`src/rtl/endec_stream_host.sv`:
```
// endec_stream_host: streams config and payload to an encode/decode engine and collects its response.
// Define ENDEC_HOST_TIMEOUT_EN to enable the TIMEOUT_CYCLES watchdog; o_timeout is otherwise tied low.
module endec_stream_host #(
  parameter int TIMEOUT_CYCLES = 1024
) (
  input  logic         sys_clk,
  input  logic         rst_n,
  input  logic         i_start,
  input  logic         i_mode,
  input  logic         i_code_rate,
  input  logic         i_constr_len,
  input  logic [26:0]  i_gen_poly,
  input  logic [383:0] i_tx_frame,
  output logic         o_busy,
  output logic         o_done,
  output logic [383:0] o_rx_frame,
  output logic         o_len_err,
  output logic         o_timeout,
  output logic [31:0]  m_axis_tdata,
  output logic         m_axis_tvalid,
  output logic         m_axis_tlast,
  input  logic         m_axis_tready,
  input  logic [31:0]  s_axis_tdata,
  input  logic         s_axis_tvalid,
  input  logic         s_axis_tlast,
  output logic         s_axis_tready
);
  typedef enum logic [2:0] {IDLE, CONF, DATA, RECV, DONE} state_t;
  state_t state_q, state_d;
  logic [3:0] cnt_q, cnt_d, widx;
  logic mode_q, mode_d, rate_q, rate_d, constr_q, constr_d, len_err_q, len_err_d;
  logic [26:0] poly_q, poly_d;
  logic [383:0] tx_q, tx_d, rx_q, rx_d;
  logic m_hs, s_hs, s_end, act, expire;
  assign act = state_q == CONF || state_q == DATA || state_q == RECV;
  assign m_hs = m_axis_tvalid && m_axis_tready;
  assign s_hs = s_axis_tvalid && s_axis_tready;
  assign s_end = cnt_q == (mode_q ? 4'd3 : 4'd11);
  assign widx = mode_q ? 4'd3 - cnt_q : 4'd11 - cnt_q;
  assign o_busy = state_q != IDLE;
  assign o_done = state_q == DONE;
  assign o_rx_frame = rx_q;
  assign o_len_err = len_err_q;
  assign m_axis_tvalid = state_q == CONF || state_q == DATA;
  assign m_axis_tdata = state_q == CONF ? {2'b00, mode_q, rate_q, constr_q, poly_q} :
                        state_q == DATA ? tx_q[383:352] : 32'd0;
  assign m_axis_tlast = state_q == CONF || (state_q == DATA && cnt_q == (mode_q ? 4'd11 : 4'd3));
  assign s_axis_tready = state_q == RECV;
`ifdef ENDEC_HOST_TIMEOUT_EN
  localparam int WW = $clog2(TIMEOUT_CYCLES) + 1;
  logic [WW-1:0] wd_q;
  logic timeout_q;
  assign expire = act && wd_q == WW'(TIMEOUT_CYCLES - 1);
  assign o_timeout = timeout_q;
  always_ff @(posedge sys_clk)
    if (!rst_n) begin
      wd_q <= '0;
      timeout_q <= 1'b0;
    end else begin
      wd_q <= (!act || state_d != state_q || m_hs || s_hs) ? '0 : wd_q + WW'(1);
      timeout_q <= (state_q == IDLE && i_start) ? 1'b0 : (expire ? 1'b1 : timeout_q);
    end
`else
  localparam int unused_timeout = TIMEOUT_CYCLES;
  assign expire = 1'b0;
  assign o_timeout = 1'b0;
`endif
  always_ff @(posedge sys_clk)
    if (!rst_n) begin
      state_q <= IDLE;
      cnt_q <= '0;
      mode_q <= 1'b0;
      rate_q <= 1'b0;
      constr_q <= 1'b0;
      poly_q <= '0;
      tx_q <= '0;
      rx_q <= '0;
      len_err_q <= 1'b0;
    end else begin
      state_q <= state_d;
      cnt_q <= cnt_d;
      mode_q <= mode_d;
      rate_q <= rate_d;
      constr_q <= constr_d;
      poly_q <= poly_d;
      tx_q <= tx_d;
      rx_q <= rx_d;
      len_err_q <= len_err_d;
    end
  always_comb begin
    state_d = state_q;
    cnt_d = cnt_q;
    mode_d = mode_q;
    rate_d = rate_q;
    constr_d = constr_q;
    poly_d = poly_q;
    tx_d = tx_q;
    rx_d = rx_q;
    len_err_d = len_err_q;
    case (state_q)
      IDLE: if (i_start) begin
        mode_d = i_mode;
        rate_d = i_code_rate;
        constr_d = i_constr_len;
        poly_d = i_gen_poly;
        // encode payload is pre-aligned to the top so both modes shift out of [383:352]
        tx_d = i_mode ? i_tx_frame : {i_tx_frame[127:0], 256'd0};
        rx_d = '0;
        len_err_d = 1'b0;
        state_d = CONF;
      end
      CONF: if (m_hs) state_d = DATA;
      DATA: if (m_hs) begin
        tx_d = {tx_q[351:0], 32'd0};
        cnt_d = cnt_q + 4'd1;
        if (m_axis_tlast) state_d = RECV;
      end
      RECV: if (s_hs) begin
        for (int w = 0; w < 12; w++) if (w == int'(widx)) rx_d[32*w +: 32] = s_axis_tdata;
        cnt_d = cnt_q + 4'd1;
        if (s_axis_tlast || s_end) begin
          len_err_d = s_axis_tlast != s_end;
          state_d = DONE;
        end
      end
      DONE: state_d = IDLE;
      default: state_d = IDLE;
    endcase
    if (expire) state_d = DONE;
    if (state_d != state_q) cnt_d = '0;
  end
endmodule
```
`config.mk`:
```
export PLATFORM = sky130hd
export DESIGN_NAME = endec_stream_host
export DESIGN_NICKNAME = d
export VERILOG_FILES = /design/src/rtl/endec_stream_host.sv
export SDC_FILE = /design/constraint.sdc
export NUM_CORES = 2
export LEC_CHECK = 0
export ABC_AREA = 1
export CORE_AREA = 2 2 342 344
export CTS_BUF_LIST = sky130_fd_sc_hd__clkbuf_8
export DETAILED_ROUTE_END_ITERATION = 10
export DIE_AREA = 0 0 344 346
export GPL_ROUTABILITY_DRIVEN = 1
export SYNTH_ARGS = -nofsm -noshare
export SYNTH_HDL_FRONTEND = slang
export SYNTH_SLANG_ARGS = --single-unit
```
`constraint.sdc`:
```
create_clock -name sys_clk -period 1.9 [get_ports sys_clk]
set_clock_uncertainty 0.05 [all_clocks]
set_input_delay 0.38 -clock sys_clk [delete_from_list [all_inputs] [get_ports sys_clk]]
set_output_delay 0.38 -clock sys_clk [all_outputs]
set_load 0.01 [all_outputs]
```
==> key figures <==
Global route
  • GRT overflow: 0
  • Largest net degree at the start of global routing: 81
  • Vias in the first global route: 38700
  • Global-route wire length before repair: 257 mm
  • Initial antenna violation count: 12
  • Gr usage total: 29.1%

Synth
  • Area share of fa/ha/maj cells after synthesis: 0.171%
  • Register area share after synthesis: 44.0%
  • Most common cell in the netlist: nand2_1
  • Warnings from Yosys: 0
  • Ys flop type: dfxtp_1
  • Mapped Area: 0.0367 sq mm
  • Post-synthesis mux area share: 0%
  • Synthesized area per cell: 6.55 sq um
  • Asr flop ratio synth: 0%
  • Leading post-synthesis cells by cell area: dfxtp_1 44%, nand2_1 17%, a21oi_1 8.4%
  • Post-synth top cells: 1658 x nand2_1, 806 x dfxtp_1, 778 x nor2_1
  • Main combinational cell family by area after synthesis: simple AND/OR/NAND/NOR gates
  • Post-synth EDFFs: 0
  • Synth Area in XOR/XNOR: less than 1%
  • Synth Net Count: between 6000 and 7000
  • Area leader, netlist: dfxtp_1
  • Post-Synthesis Cells: 5602
  • #FFs+latches synth: around 810
  • Top cell type's share of synthesized area: 44.0%
  • Simple-gate share of the synthesized area: slightly above 30%
  • Compound-Gate Fraction of Synth Area: 17.4%
  • Post-synth cell types: 27

Timing
  • Sum Neg Setup Slack: -235.57 ns
  • Worst setup margin: -0.692 ns
  • Fmax: 386 MHz
  • Hold_ws: between 0.09 and 0.1 ns
  • Period Utilization, post-route: 136%
  • Min Tclk post-route: 2.59 ns
  • RSZ-0062 raised after global routing: true
  • Worst slew margin: 60.0%
  • Least-Margin Pin Slew: just under 0.6 ns
  • Final hold violation count: 0
  • Final Setup Violations: 830
  • Pins Over Slew Limit: 0

Critical path
  • Cell family with most CP delay: buffers and inverters
  • Worst path max stage delay: 0.31 ns
  • Crit-path cells: inv_2 -> nand2_4 -> nor2_4 -> buf_6 -> inv_12 -> buf_8 -> o31ai_4 -> buf_4 -> buf_12
  • Worst Setup Path Type: reg -> out
  • CP required: 1.47 ns
  • Critical path startpoint category: register
  • Max FO, Critical Path: 4
  • Worst path bufs/invs: 6
  • Slowest CP cell: dfxtp_2
  • Worst path arrival time: approximately 2.2 ns
  • CP Capture Type: primary output

Floorplanning
  • Core area: roughly 0.12 sq mm
  • Die height: 346 um
  • I/O pin count: 875
  • Die width: 344 um
  • Initial Util: between 30% and 40%
  • Die area: roughly 0.12 sq mm
  • Row count: about 130

Power
  • Overall power: ~50 mW
  • LEAKAGE: between 20 and 25 nW
  • Peak VDD IR: 614 uV
  • Pwr Density: between 900 and 1000 mW/mm^2

CTS
  • Worst skew pair latency: 0.85 ns
  • Clock Path Buffers: 3
  • Clk slew on worst S/H paths: ~0.060 ns
  • CTS tree: yes
  • CTS sink cnt: just over 800
  • Clock buffers created by TritonCTS: 144
  • Root Driver: clkbuf_8
  • CTS H-tree lvls: 4

Layout
  • Layout fillers: 11600
  • Finished Layout Cells: 8300
  • Layout cells sized above 1: between 20% and 30%
  • Area grow syn2layout: 51.3%
  • Fin util: 48.1%
  • Area occupied by registers: 0.0164 sq mm
  • Fin nets: 7117
  • Design area: about 0.055 sq mm
  • Area occupied by multi-input gates: 0.0186 sq mm

Placed design
  • Place WS: -0.645 ns
  • Placer Congestion: 0.955
  • Post-DP HPWL: around 130 mm
  • Inst Count DP: 7888
  • Cell Area, Placed: 0.0498 sq mm
  • I/O Buffers: 873

Route
  • DRC: 0
  • DRT iter0 DRCs: between 4000 and 5000
  • First-pass DRT Iterations: 6
  • Vias: 42700
  • Antenna-violating nets left: 0
  • Wire per inst: 22.5 um
  • Via density per instance: around 5.1
  • DRT Wirelength: about 190 mm

Worst hold path
  • Worst min path class: in -> reg

Outcome
  • Violated checks: setup timing
  • Status: complete, but fails checks

Run
  • Max cap viols: 0
layout by cell type (no fill, tap or decap), types with 26 or more instances in the layout:
master	n
buf_8	26
a21oi_1	594
nand2_2	36
o21ai_4	26
buf_16	30
buf_2	311
clkdlybuf4s50_1	449
inv_1	230
clkbuf_16	35
dfxtp_2	158
o21ai_1	96
dfxtp_1	638
o21ai_0	463
nor2_1	762
buf_6	55
clkdlybuf4s15_2	76
buf_4	263
nand3_1	389
o21ai_2	68
nand2_1	1603
buf_12	152
clkbuf_8	179
kinds of logic after synthesis:
group	count (synthesis)
other cells	1
fa+ha+maj	5
compound gates	1268
xor+xnor	3
simple gates	2832
buf+inv	687
flops	806
worst reg2reg max path, stage by stage, from the launching register on:
cell and delay (ns):
dfxtp_2 0.32, inv_2 0.05, nand2_4 0.07, nor2_4 0.05, buf_6 0.13, inv_12 0.07, buf_4 0.12, buf_12 0.10
buf_12 0.11, buf_4 0.14, nand2_8 0.08, buf_16 0.21, o21ai_0 0.53, nand2_1 0.18, a21oi_1 0.16
final timing paths:
path | start | end | slack, ns | cells after the start
setup / recovery | state_q[2] | m_axis_tlast | -0.69 | 9
hold / removal | i_tx_frame[20] | tx_q[20] | 0.1 | 3
setup reg to reg | state_q[2] | tx_q[52] | -0.54 | 14
hold reg to reg | tx_q[252] | tx_q[252] | 0.40 | 2
timing repair:
action / 4_1_cts / 5_1_grt
pin swaps: 14 / 78
hold endpoints to repair: 25 / 0
resized for setup: 2039 / 317
setup endpoints to repair: 880 / 852
buffers inserted: 35 / 66
hold buffers: 1 / 0
cloned: 25 / 40
cell type report:
| class | instances | share of cell area, % |
|---|---|---|
| diodes | 7 | 0.0316 |
| clock buffers | 179 | 4.44 |
| clock inverters | 76 | 1.00 |
| inverters | 187 | 1.32 |
| multi-input cells | 4110 | 33.5 |
| flip-flops and latches | 806 | 29.5 |
| well taps | 1524 | 3.44 |
| repair buffers | 1410 | 26.7 |
| repair inverters | 1 | 0.0293 |
registers in the layout, summed over array words and instances, names as in the netlist:
name / count
o_rx_frame: 384
tx_q: 384
rate_q: 1
poly_q: 27
constr_q: 1
cnt_q: 4
mode_q: 1
o_len_err: 1
state_q: 3
metal layers:
layer / vias up / track usage [%] / wire length [um]
met2: 2184 / 47.7 / 85900
met4: 12 / 14.9 / 10800
met5: - / 0 / 77
met3: 439 / 5.71 / 16400
li1: 20200 / - / -
met1: 19900 / 36.0 / 73300
report_power, final:
part / switching, mW / internal (mW)
clock network: 7.94 / 9.38
registers: 1.15 / 18.8
logic: 7.61 / 6.34
Note: power is estimated with default switching activity, not from simulation.
